<file path="src/rtl/sdram_pkg.sv">
// Shared SDRAM definitions: command encodings {cs_n,ras_n,cas_n,we_n},
// idle bus values and the command-bus arbiter state encodings.
package sdram_pkg;

  typedef logic [3:0] sdram_cmd_t;

  localparam sdram_cmd_t CMD_NOP       = 4'b0111;
  localparam sdram_cmd_t CMD_ACTIVE    = 4'b0011;
  localparam sdram_cmd_t CMD_READ      = 4'b0101;
  localparam sdram_cmd_t CMD_WRITE     = 4'b0100;
  localparam sdram_cmd_t CMD_B_TERM    = 4'b0110;
  localparam sdram_cmd_t CMD_PRECHARGE = 4'b0010;
  localparam sdram_cmd_t CMD_AREF      = 4'b0001;
  localparam sdram_cmd_t CMD_LMR       = 4'b0000;

  localparam logic [1:0]  IDLE_BA_DEF   = 2'b11;
  localparam logic [12:0] IDLE_ADDR_DEF = 13'h1fff;

  localparam logic [2:0] ST_INIT  = 3'd0;
  localparam logic [2:0] ST_ARBIT = 3'd1;
  localparam logic [2:0] ST_AREF  = 3'd2;
  localparam logic [2:0] ST_WRITE = 3'd3;
  localparam logic [2:0] ST_READ  = 3'd4;

endpackage

</file>
<file path="src/rtl/sdram_arbit.sv">
// SDRAM command-bus arbiter: owns the pins during init, then grants refresh
// (strict priority) or write/read (round-robin) one at a time.
//
// state | meaning
// INIT  | init sequence owns the pins until init_end
// ARBIT | bus idle (NOP), choosing the next requester
// AREF  | auto-refresh owns the pins until aref_end
// WRITE | write burst owns pins and DQ until wr_end
// READ  | read burst owns the pins until rd_end
module sdram_arbit
  import sdram_pkg::*;
#(
  parameter logic [3:0]  NOP_CMD   = CMD_NOP,
  parameter logic [1:0]  IDLE_BA   = IDLE_BA_DEF,
  parameter logic [12:0] IDLE_ADDR = IDLE_ADDR_DEF
) (
  input  logic        sys_clk,
  input  logic        sys_rst_n,
  input  logic        init_end,
  input  logic [3:0]  init_cmd,
  input  logic [1:0]  init_ba,
  input  logic [12:0] init_addr,
  input  logic        aref_req,
  input  logic [3:0]  aref_cmd,
  input  logic [1:0]  aref_ba,
  input  logic [12:0] aref_addr,
  input  logic        aref_end,
  input  logic        wr_req,
  input  logic [3:0]  wr_cmd,
  input  logic [1:0]  wr_ba,
  input  logic [12:0] wr_addr,
  input  logic        wr_end,
  input  logic        wr_sdram_en,
  input  logic [15:0] wr_sdram_data,
  input  logic        rd_req,
  input  logic [3:0]  rd_cmd,
  input  logic [1:0]  rd_ba,
  input  logic [12:0] rd_addr,
  input  logic        rd_end,
  output logic        aref_en,
  output logic        wr_en,
  output logic        rd_en,
  output logic        sdram_cke,
  output logic        sdram_cs_n,
  output logic        sdram_ras_n,
  output logic        sdram_cas_n,
  output logic        sdram_we_n,
  output logic [1:0]  sdram_ba,
  output logic [12:0] sdram_addr,
  output logic [15:0] sdram_dq_out,
  output logic        sdram_dq_oe
);

  logic [2:0] state_q, state_d;
  logic       last_wr_q, last_wr_d;
  logic       aref_en_q, wr_en_q, rd_en_q, cke_q;
  logic [3:0] cmd_mux;

  always_comb begin
    state_d   = state_q;
    last_wr_d = last_wr_q;
    case (state_q)
      ST_INIT:  if (init_end) state_d = ST_ARBIT;
      ST_ARBIT: begin
        if (aref_req)              state_d = ST_AREF;
        else if (wr_req && rd_req) state_d = last_wr_q ? ST_READ : ST_WRITE;
        else if (wr_req)           state_d = ST_WRITE;
        else if (rd_req)           state_d = ST_READ;
      end
      ST_AREF:  if (aref_end) state_d = ST_ARBIT;
      ST_WRITE: if (wr_end) begin
        state_d   = ST_ARBIT;
        last_wr_d = 1'b1;
      end
      ST_READ:  if (rd_end) begin
        state_d   = ST_ARBIT;
        last_wr_d = 1'b0;
      end
      default:  state_d = ST_INIT;
    endcase
  end

  // Grants are registered from the next state so they track state exactly.
  always_ff @(posedge sys_clk or negedge sys_rst_n) begin
    if (!sys_rst_n) begin
      state_q   <= ST_INIT;
      last_wr_q <= 1'b0;
      aref_en_q <= 1'b0;
      wr_en_q   <= 1'b0;
      rd_en_q   <= 1'b0;
      cke_q     <= 1'b0;
    end else begin
      state_q   <= state_d;
      last_wr_q <= last_wr_d;
      aref_en_q <= (state_d == ST_AREF);
      wr_en_q   <= (state_d == ST_WRITE);
      rd_en_q   <= (state_d == ST_READ);
      cke_q     <= 1'b1;
    end
  end

  always_comb begin
    cmd_mux      = NOP_CMD;
    sdram_ba     = IDLE_BA;
    sdram_addr   = IDLE_ADDR;
    sdram_dq_out = 16'h0;
    sdram_dq_oe  = 1'b0;
    case (state_q)
      ST_INIT: begin
        cmd_mux    = init_cmd;
        sdram_ba   = init_ba;
        sdram_addr = init_addr;
      end
      ST_AREF: begin
        cmd_mux    = aref_cmd;
        sdram_ba   = aref_ba;
        sdram_addr = aref_addr;
      end
      ST_WRITE: begin
        cmd_mux      = wr_cmd;
        sdram_ba     = wr_ba;
        sdram_addr   = wr_addr;
        sdram_dq_out = wr_sdram_data;
        sdram_dq_oe  = wr_sdram_en;
      end
      ST_READ: begin
        cmd_mux    = rd_cmd;
        sdram_ba   = rd_ba;
        sdram_addr = rd_addr;
      end
      default: ;
    endcase
  end

  assign {sdram_cs_n, sdram_ras_n, sdram_cas_n, sdram_we_n} = cmd_mux;
  assign aref_en   = aref_en_q;
  assign wr_en     = wr_en_q;
  assign rd_en     = rd_en_q;
  assign sdram_cke = cke_q;

endmodule

</file>
<file path="config.mk">
export PLATFORM = sky130hd
export DESIGN_NAME = sdram_arbit
export DESIGN_NICKNAME = d
export VERILOG_FILES = /design/src/rtl/sdram_pkg.sv /design/src/rtl/sdram_arbit.sv
export SDC_FILE = /design/constraint.sdc
export NUM_CORES = 1
export LEC_CHECK = 0
export BUFFER_PORTS_ARGS = -buffer_cell sky130_fd_sc_hd__buf_2
export CELL_PAD_IN_SITES_DETAIL_PLACEMENT = 1
export CELL_PAD_IN_SITES_GLOBAL_PLACEMENT = 1
export CORE_MARGIN = 2
export CORE_UTILIZATION = 19
export CTS_CLUSTER_SIZE = 16
export DETAILED_ROUTE_END_ITERATION = 6
export GPL_TIMING_DRIVEN = 0
export PLACE_DENSITY_LB_ADDON = 0.1
export RECOVER_POWER = 100
export SETUP_SLACK_MARGIN = 0.02
export SYNTH_ARGS = -nofsm -noshare
export SYNTH_HDL_FRONTEND = slang
export SYNTH_SLANG_ARGS = --single-unit
export TNS_END_PERCENT = 10
</file>
<file path="constraint.sdc">
create_clock -name sys_clk -period 1.4 [get_ports sys_clk]
set_clock_uncertainty 0.15 [all_clocks]
set_input_delay 0.07 -clock sys_clk [delete_from_list [all_inputs] [get_ports sys_clk]]
set_output_delay 0.07 -clock sys_clk [all_outputs]
set_load 0.02 [all_outputs]
</file>
# Yosys cells after proc, flatten, opt, wreduce, memory -nomap -nowiden
# Index checks and enable logic that the tools add are counted.
dict set report word_totals {
  register_bits 8
  latch_bits 0
  ram_bits 0
  romBits 0
  output_inout_bits 40
  wordCells 37
  mem_count 0
}
dict set report classes {
  n_addsub 0
  multipliers 0
  n_div 0
  n_lt_le_gt_ge 0
  eq_ne 9
  n_shift 0
  muxes 18
  n_bitwise 0
  n_reduce_logical 4
}
# operator n
set op_table {}
lappend op_table {{$pmux W13 S4} 1}
lappend op_table {{$mux W3} 9}
lappend op_table {{$mux W16} 1}
lappend op_table {{$pmux W4 S4} 1}
lappend op_table {{$pmux W3 S5} 1}
lappend op_table {{$eq A3 B2 Y1 const B} 4}
lappend op_table {{$pmux W2 S4} 1}
lappend op_table {{$eq A3 B3 Y1 const B} 2}
lappend op_table {{$ne A2 B2 Y1 const B} 2}
lappend op_table {{$eq A3 B1 Y1 const B} 1}
lappend op_table {{$logic_not A3 Y1} 1}
lappend op_table {{$mux W1} 3}
lappend op_table {{$reduce_and A3 Y1} 1}
lappend op_table {{$pmux W1 S2} 1}
lappend op_table {{$reduce_bool A2 Y1} 1}
lappend op_table {{$logic_and A1 B1 Y1} 1}

# Longest topological paths before layout
# Gate-level depths: netlist (run 1).
dict set report depth {
  depth_word 6
  ltp_mapped 6
  mapped_depth_nobuf 3
}

# Worst setup path after synthesis (run 1)
# Ideal clock, no wire load.
dict set report synth_path {
  path_kind {reg2out}
  startpoint {reg state_q[1]}
  endpoint {out sdram_addr[10]}
  arrival_ps 1224
  setup_slack_ps -44
  path_stages_with_launch 5
  n_path_buf 2
  path_cell_list {dfrtp_1 -> nor2b_1 -> buf_2 -> buf_2 -> a22oi_1}
}
dict set report synth_between {
  elab_chain_cells 2
}
# element line
set synth_lines {}
lappend synth_lines {{from (decl)} sdram_arbit.sv:54} ;# logic [2:0] state_q, state_d;
lappend synth_lines {{from (signal assigned)} sdram_arbit.sv:93} ;# state_q <= state_d;
lappend synth_lines {{$eq A3 B3 Y1 (tied with other cells)} sdram_arbit.sv:108} ;# case (state_q)
lappend synth_lines {{$pmux W13 S4 (*)} sdram_arbit.sv:108}
lappend synth_lines {{to (decl)} sdram_arbit.sv:49} ;# output logic [12:0] sdram_addr,
# Mark *: on every way between the ends. The rest lies on a longest branch, timed or not.

# Worst setup path after layout (run 1)
dict set report layout_path {
  startpoint {reg state_q[0]}
  endpoint {out sdram_cs_n}
}
dict set report layout_between {
  elab_chain_cells 2
}
# element line
set layout_lines {}
lappend layout_lines {{$eq A3 B3 Y1 (tied with other cells)} sdram_arbit.sv:108}
lappend layout_lines {{$pmux W4 S4 (*)} sdram_arbit.sv:108}
lappend layout_lines {{to (decl)} sdram_arbit.sv:44} ;# output logic sdram_cs_n,
# Marked as above.

==> results by group, run 1 <==
Status
  • Outcome: complete, but fails checks
  • Failing checks: setup timing

Synthesis
  • Ys flop type: dfrtp_1
  • Synth area leader: mux2i_1
  • Cells after synthesis: 126
  • Synth top area cells: mux2i_1 (32%), dfrtp_1 (17%), a22oi_1 (12%)
  • Most frequent cell after synthesis: mux2i_1
  • Post-synth top cells: mux2i_1 (37), a22oi_1 (18), and2_1 (17)
  • Syn_nets: ~230
  • Synth warnings: 0
  • Synth async-reset ratio: 100%
  • Yosys reg bits: 8
  • Post-synth top area share: 32.2%
  • Post-synth cell types: 29
  • Post-synth EDFFs: 0
  • Syn avg cell area: 9.13 um^2
  • Post-synthesis sequential area ratio: 17.4%
  • Synth Cell Area: 1150 um^2

Detailed routing
  • DR pass1 iterations: 4
  • Vias post-DR: ~1,600
  • Detail Route Antenna Nets: 0
  • DR iter-0 viols: 15
  • Via density: 4.43
  • Routed wire per std cell: 14.4 um
  • Routed WL: 5.20 mm
  • DRC viols: 0

Clock network
  • Clk_lat worst skew: approximately 0.23 ns
  • Reg clk slew, reported paths: 0.04 ns
  • CTS Buf Count: 3
  • CTS max path bufs: 2
  • Root buf cell: clkbuf_8
  • CTS Sinks: 8
  • Htree depth: 1
  • CTS tree: done

Cells and area
  • Area Overhead vs Synth: 113%
  • Fillers: 745
  • N_diodes: 0
  • Fin area: ~2400 um^2
  • Layout cells sized above 1: 67.5%
  • Reg area: 200 um^2
  • # nets final: 390
  • Multi-input logic area: 968 um^2

Floorplan
  • Core Rows: 28
  • Full die area: 6690 um^2
  • Core Box Area: 5890 um^2
  • Die Y: approximately 82 um
  • Io pins: 142
  • Initial Util: 19.5%
  • Chip Width: ~82 um

STA
  • Max Clk Rate: 602 MHz
  • Hold_ws: 0.00490 ns
  • Fin crit share: 119%
  • Final Hold Fails: 0
  • RSZ-0062 raised after global routing: true
  • Final Max Tran Viols: 0
  • Final setup viols: 42
  • Fin crit period: 1.66 ns
  • Final WS setup: -0.262 ns

GRT
  • GR Overflow Total: 0
  • Initial antenna violation count: 0
  • Vias in the first global route: roughly 1,600
  • Largest net degree at the start of global routing: 11
  • Global-route wire length before repair: 7.58 mm
  • GRT Util Overall: ~15%

Critical path
  • Worst path top cell family by delay: simple AND/OR/NAND/NOR gates
  • Data required, critical path: 1.18 ns
  • Worst path max stage delay: roughly 0.37 ns
  • Crit Path Max Fanout: 10
  • WP buf/inv: 3
  • Data arrival time of the critical path: 1.44 ns
  • CP Cell Sequence: buf_6 > buf_6 > or3_1 > nand2_1 > buf_6
  • Most common cell on crit path: buf_6
  • Critical path type: reg2out
  • Slowest CP cell: or3_1
  • Startpoint Class: flop
  • Setup crit end kind: output pin

Placement
  • Placer congestion estimate: 0.718
  • Detailed Place HPWL: around 4.2 mm
  • IO buf count: roughly 140
  • Placed Area: 1950 um^2

Hold path
  • Worst min path class: in2reg

Power
  • Power Dens Cells: 1740 nW/um^2
  • Pleak: 0.00121 uW
  • Peak supply drop: 668 uV

Flow run
  • Maxcap violations: 0
[cell usage in the layout (no fill, tap or decap), types with 2 or more instances in the layout]
cell type      instances
a21oi_1                6
a22oi_1                5
a22oi_2               13
and2_1                13
and2_4                 4
buf_2                105
buf_4                 22
buf_6                 31
buf_8                  2
clkbuf_1               5
clkbuf_8               3
dfrtp_1                8
dlygate4sd3_1          3
mux2i_1               35
mux2i_2                2
nand2_1                2
nand2b_1               2
nand3b_1               2
nor2b_1                2
[stage by stage]
| step | util, % | std cells | setup TNS (ns) | setup WS [ns] | total power [uW] |
|---|---|---|---|---|---|
| after floorplan | - | 126 | -0.700 | -0.0445 | 2150 |
| after global placement | 33.1 | 342 | -8.12 | -0.430 | 2980 |
| after detailed placement | 33.1 | 342 | -7.79 | -0.402 | 2980 |
| after CTS | 38.7 | 358 | -10.12 | -0.322 | 3880 |
| after global routing | 41.6 | 361 | -10.77 | -0.319 | 4550 |
| final | 41.6 | 361 | -8.19 | -0.262 | 4270 |
[cell families (layout without fill, tap and decap cells)]
kind of cell           count (synthesis)  in the layout  synth area share [%]
buffers and inverters                 13            173                  7.51
muxes                                 37             37                  32.2
other                                  1              1                 0.326
AOI/OAI and AO/OA                     30             30                  21.7
and+or+nand+nor                       37             37                  20.9
DFF                                    8              8                  17.4
[path summary, 6_finish.rpt]
kind                             from          to  slack (ns)  cells past startpoint
setup / recovery           state_q[0]  sdram_cs_n       -0.26                      5
hold / removal                 rd_end  state_q[2]       0.005                      3
setup reg to reg           state_q[1]  state_q[0]       -0.13                      6
hold reg to reg             last_wr_q   last_wr_q        0.43                      2
max in group asynchronous   sys_rst_n   sdram_cke        0.65                      2
min in group asynchronous   sys_rst_n       wr_en        0.14                      2
[power breakdown]
group | switching (uW) | internal [uW]
clock | 97.6 | 187
combinational | 1790 | 1840
sequential | 45.7 | 303
total | 1930 | 2330
[metal layers]
| metal | GRT usage, % | wire [um] |
|---|---|---|
| met1 | 16.6 | 1950 |
| met2 | 27.2 | 2740 |
| met3 | 3.52 | 470 |
| met4 | 4.00 | 38 |
| met5 | 0 | 0 |
[layout make-up]
type	instances	share of cell area, %
plain buffers	11	5.58
clock buffers	3	1.69
inverters	1	0.153
multi-input cells	105	39.6
flip-flops and latches	8	8.18
well taps	75	3.84
repair buffers	158	41.0
[flip-flops by register name (all words and copies together), names as in the netlist]
name / flops
state_q: 3
aref_en: 1
last_wr_q: 1
rd_en: 1
sdram_cke: 1
wr_en: 1
[worst reg2reg max path, delay by kind of cell, from the launching register on]
family / cells / cell delay (ns)
compound gates: 1 / 0.11
buf+inv: 3 / 0.42
flops: 1 / 0.42
simple gates: 2 / 0.31
[timing repair]
action / 4_1_cts / 5_1_grt
setup endpoints to repair: 42 / 43
pin swaps: 4 / 16
buffers inserted: 9 / 4
hold buffers: 3 / 0
resized for setup: 61 / 41
endpoints found under the hold margin: 10 / 0
gates cloned: 1 / 0
No activity file was read; power rests on OpenSTA's default activity.
==> run 2, diff against run 1 <==
- REMOVE_ABC_BUFFERS: not set -> 1
==> results by group, run 2 (same netlist as run 1, synthesis figures left out) <==
Placement
  • IO buf count: 141 (unchanged)
  • Placer congestion estimate: 0.696 (-3.1%)
  • Placed cells: 330 (-3.5%)
  • Detailed Place HPWL: 3.80 mm (-11%)

Critical path
  • Crit Path Max Fanout: 12 (+2)
  • Data arrival time of the critical path: 1.48 ns (+0.04 ns)
  • Setup crit end kind: output pin
  • Startpoint Class: flop
  • R2r setup slk: -0.25 ns (-0.12 ns)
  • Critical Path End: sdram_cs_n
  • Start point of the critical path: state_q[0]
  • Data required, critical path: 1.18 ns (about the same)
  • R2r startpoint: state_q[0]
  • Reg2Reg Depth: 4 (-2)
  • Critical path type: reg2out
  • Critical R2R Capture: state_q[0]

Clock network
  • Htree depth: 1 (unchanged)
  • CTS max path bufs: 2 (unchanged)
  • Reg clk slew, reported paths: 0.04 ns (about the same)
  • Root buf cell: clkbuf_8
  • Clk_lat worst skew: 0.23 ns (about the same)
  • CTS Sinks: 8 (unchanged)
  • CTS tree: done
  • CTS Buf Count: 3 (unchanged)

GRT
  • Vias in the first global route: 1,618 (+1.6%)
  • GRT Util Overall: 15.4% (+0.74 points)
  • Largest net degree at the start of global routing: 19 (+8)
  • GR Overflow Total: 0 (unchanged)
  • Initial antenna violation count: 1 (+1)
  • Global-route wire length before repair: 7.98 mm (+5.3%)

Floorplan
  • Core Box Area: 5890 um^2 (unchanged)
  • Core Rows: 28 (unchanged)
  • Die Y: 81.8 um (unchanged)
  • Io pins: 142 (unchanged)
  • Initial Util: 19.5% (unchanged)
  • Full die area: 6690 um^2 (unchanged)
  • Chip Width: 81.8 um (unchanged)

Power
  • Pleak: 0.00112 uW (-6.7%)
  • Peak supply drop: 504 uV (-25%)
  • Power Dens Cells: 1710 nW/um^2 (-2.1%)
  • Total Power: 3870 uW (-9.3%)

Detailed routing
  • Routed WL: 5.47 mm (+5.4%)
  • DR pass1 iterations: 4 (unchanged)
  • Via density: 4.48 (+1.0%)
  • Routed wire per std cell: 15.6 um (+8.4%)
  • DRC viols: 0 (unchanged)
  • Detail Route Antenna Nets: 0 (unchanged)
  • Vias post-DR: 1,571 (-1.8%)
  • DR iter-0 viols: 25 (+10)

STA
  • Final Hold Fails: 1 (+1)
  • Max Clk Rate: 587 MHz (-2.4%)
  • Final Max Tran Viols: 0 (unchanged)
  • RSZ-0062 raised after global routing: true
  • Fin crit share: 122% (+2.9 points)
  • Hold_ws: -0.00872 ns (-0.0136 ns)
  • Final setup viols: 43 (+2.4%)
  • Setup TNS Final: -9.96 ns (-1.77 ns)
  • Fin crit period: 1.70 ns (+0.0402 ns)
  • Final WS setup: -0.302 ns (-0.0402 ns)

Cells and area
  • Fillers: 760 (+2.0%)
  • N_diodes: 0 (unchanged)
  • Largest register FFs: 3 (unchanged)
  • Area Overhead vs Synth: 97.1%
  • Post-layout util: 38.5% (-3.1 points)
  • Non-filler cells in the finished layout: 351 (-2.8%)
  • Most frequent cells in the layout: buf_2 (111), mux2i_1 (37), buf_4 (21), a22oi_1 (18), and2_1 (17)
  • Commonest non-fill, non-tap cell in the layout: buf_2
  • Largest register by flop count: state_q
  • Layout cells sized above 1: 61.2% (-6.3 points)
  • # nets final: 380 (-2.6%)

Flow run
  • Maxcap violations: 0 (unchanged)

Status
  • Outcome: complete, but fails checks
  • Failing checks: hold timing, setup timing

Hold path
  • Worst min path class: in2reg
[run 2: changes by cell type in the layout (fill, tap and decap cells not counted), moves of 3 or more]
cell and change:
a22oi_1 +13, a22oi_2 -13, and2_1 +4, and2_4 -4, buf_12 +3, buf_2 +6, buf_6 -16, dfrtp_1 -3
[run 2: through the flow]
| step | area (um^2) | worst slack (ns) |
|---|---|---|
| floorplan | 1070 | -0.905 |
| global placement | 1870 | -2.02 |
| detailed placement | 1870 | -1.37 |
| CTS | 2210 | -0.310 |
| global route | 2270 | -0.354 |
| finish | 2270 | -0.302 |
[run 2: repair_timing]
action,in CTS,in global routing
buffers inserted,14,1
pin swaps,9,4
gates cloned,1,1
resized for setup,50,7
setup endpoints to repair,43,43
hold endpoints to repair,8,0
hold buffers,1,0
[run 2: report_power, final]
part / internal [uW] / switching (uW) / total, uW
combinational: 1520 / 1640 / 3160
sequential: 319 / 119 / 438
clock: 186 / 88.6 / 275
[run 2: area by class of cell]
class	count	area [um^2]	area share, %
Timing Repair Buffer	158	1020	44.8
Multi-Input combinational cell	106	902	39.8
Sequential cell	8	209	9.22
Tap cell	75	93.8	4.14
Clock buffer	3	41.3	1.82
Inverter	1	3.75	0.166
[run 2: worst max-delay path, cell delays in order, from the launching register on]
cell	delay, ns
dfrtp_4	0.53
buf_12	0.18
or3_1	0.34
nand2_1	0.08
buf_6	0.12
[run 2: how the worst min path moves through the flow]
stage               from    endpoint  slack (ns)  cells after the start
2_1_floorplan  sys_rst_n     aref_en       -0.38                      0
3_3_place_gp   sys_rst_n       wr_en       -0.22                      1
3_5_place_dp   sys_rst_n       wr_en       -0.22                      1
4_1_cts           rd_end  state_q[2]      0.0002                      3
5_1_grt           rd_end  state_q[2]       0.005                      3
6_report          wr_end   last_wr_q      -0.009                      3
[run 2: per-layer routing]
metal	vias to the layer above	routed length [um]	GRT usage [%]
li1	770	-	-
met2	60	2870	27.6
met4	2	55	3.67
met1	733	2140	18.3
met5	-	16	0
met3	6	392	3.96
==> run 3, diff against run 2 <==
- CORE_ASPECT_RATIO: not set -> 1.25
==> results by group, run 3 (same netlist as run 1, synthesis figures left out) <==
Power
  • Pleak: 0.00114 uW (+1.6%)
  • Power Dens Cells: 1760 nW/um^2 (+2.9%)
  • Peak supply drop: 689 uV (+37%)

GRT
  • Vias in the first global route: 1,619 (+0.062%)
  • Global-route wire length before repair: 8.19 mm (+2.7%)
  • Initial antenna violation count: 0 (-1)
  • GRT Util Overall: 15.7% (+0.24 points)
  • GR Overflow Total: 0 (unchanged)
  • Largest net degree at the start of global routing: 15 (-4)

Critical path
  • Startpoint Class: flop
  • Data arrival time of the critical path: 1.49 ns (about the same)
  • Data required, critical path: 1.18 ns (about the same)
  • Critical path type: reg2out
  • Crit Path Max Fanout: 8 (-4)
  • Setup crit end kind: output pin

Placement
  • Placed Area: 1860 um^2 (-0.60%)
  • Post-Place Setup Slack: -1.36 ns (+0.00140 ns)
  • Detailed Place HPWL: 3.81 mm (+0.21%)
  • IO buf count: 141 (unchanged)
  • Placer congestion estimate: 0.691 (-0.66%)

STA
  • Final WS setup: -0.307 ns (-0.00494 ns)
  • Max Clk Rate: 586 MHz (-0.29%)
  • Fin crit share: 122% (+0.35 points)
  • Final Max Tran Viols: 0 (unchanged)
  • Fin crit period: 1.71 ns (+0.00494 ns)
  • RSZ-0062 raised after global routing: true
  • Setup TNS Final: -9.63 ns (+0.330 ns)
  • Final setup viols: 43 (unchanged)
  • Final Hold Fails: 0 (-1)

Clock network
  • CTS Buf Count: 3 (unchanged)
  • Htree depth: 1 (unchanged)
  • CTS max path bufs: 2 (unchanged)
  • Root buf cell: clkbuf_8
  • Reg clk slew, reported paths: 0.04 ns (about the same)
  • CTS Sinks: 8 (unchanged)
  • CTS tree: done
  • Clk_lat worst skew: 0.22 ns (about the same)

Cells and area
  • Area Overhead vs Synth: 98.0%
  • Post-layout util: 39.1% (+0.64 points)
  • Commonest non-fill, non-tap cell in the layout: buf_2
  • Fin area: 2280 um^2 (+0.50%)
  • N_diodes: 0 (unchanged)
  • # nets final: 382 (+0.53%)
  • Fillers: 730 (-3.9%)
  • Largest register FFs: 3 (unchanged)
  • Most frequent cells in the layout: buf_2 (103), mux2i_1 (37), buf_4 (36), a22oi_1 (17), and2_1 (17)
  • Largest register by flop count: state_q
  • Layout cells sized above 1: 62.2% (+1.0 points)

Floorplan
  • Core Rows: 31 (+11%)
  • Initial Util: 19.8% (+0.23 points)
  • Chip Width: 73.6 um (-10%)
  • Io pins: 142 (unchanged)
  • Full die area: 6690 um^2 (about the same)
  • Core Box Area: 5820 um^2 (-1.1%)
  • Die Y: 91.0 um (+11%)

Detailed routing
  • Routed wire per std cell: 15.9 um (+2.0%)
  • DR pass1 iterations: 2 (-2)
  • Vias post-DR: 1,564 (-0.45%)
  • Routed WL: 5.47 mm (about the same)
  • Via density: 4.55 (+1.6%)
  • Detail Route Antenna Nets: 0 (unchanged)
  • DR iter-0 viols: 21 (-16%)
  • DRC viols: 0 (unchanged)

Status
  • Outcome: complete, but fails checks
  • Failing checks: setup timing

Hold path
  • Worst min path class: in2reg

Flow run
  • Maxcap violations: 0 (unchanged)
## run 3: final timing paths
path / from / end / slack [ns] / depth (start not counted)
max: state_q[0] / sdram_addr[11] / -0.31 / 5
min: rd_end / rd_en / 0.02 / 3
max reg2reg: state_q[0] / state_q[2] / -0.24 / 6
min reg2reg: last_wr_q / last_wr_q / 0.43 / 2
max in group asynchronous: sys_rst_n / state_q[0] / 0.63 / 2
min in group asynchronous: sys_rst_n / wr_en / 0.14 / 2
## run 3: worst max-delay path: stages (launching register included)
cell,delay [ns]
dfrtp_4,0.53
buf_12,0.17
buf_4,0.13
mux2i_1,0.10
a22oi_1,0.15
buf_4,0.17
## run 3: layout make-up
class                           count  area, um^2  share of cell area [%]
Timing Repair Buffer              160        1020                    44.8
Multi-Input combinational cell    106         920                    40.4
Sequential cell                     8         209                    9.18
Tap cell                           66        82.6                    3.63
Clock buffer                        3        41.3                    1.81
Inverter                            1        3.75                   0.165
## run 3: routing by layer
layer	GRT usage [%]	vias up	part of all wire, %
met4	2.73	0	0.91
met5	0	-	0
met2	27.4	79	53
met1	18.6	706	38
met3	4.77	6	8.6
li1	-	773	-
## run 3: report_power, final
group / switching, uW / internal [uW]
registers: 112 / 319
logic: 1680 / 1620
clock network: 85.6 / 186
## run 3: per-stage QoR
step                total power (uW)  std cells  hold WS (ns)
floorplan                       1990        114        -0.376
global placement                2850        321        -0.231
detailed placement              2830        321        -0.229
CTS                             3900        342       0.00981
global route                    4260        344        0.0227
finish                          4000        344        0.0153
## run 3: what timing repair did
action | in CTS | in global routing
setup endpoints to repair | 43 | 43
setup buffers | 16 | 2
endpoints found under the hold margin | 9 | 0
gates cloned | 1 | 0
hold buffers | 2 | 0
pin swaps | 15 | 5
resized for setup | 44 | 19
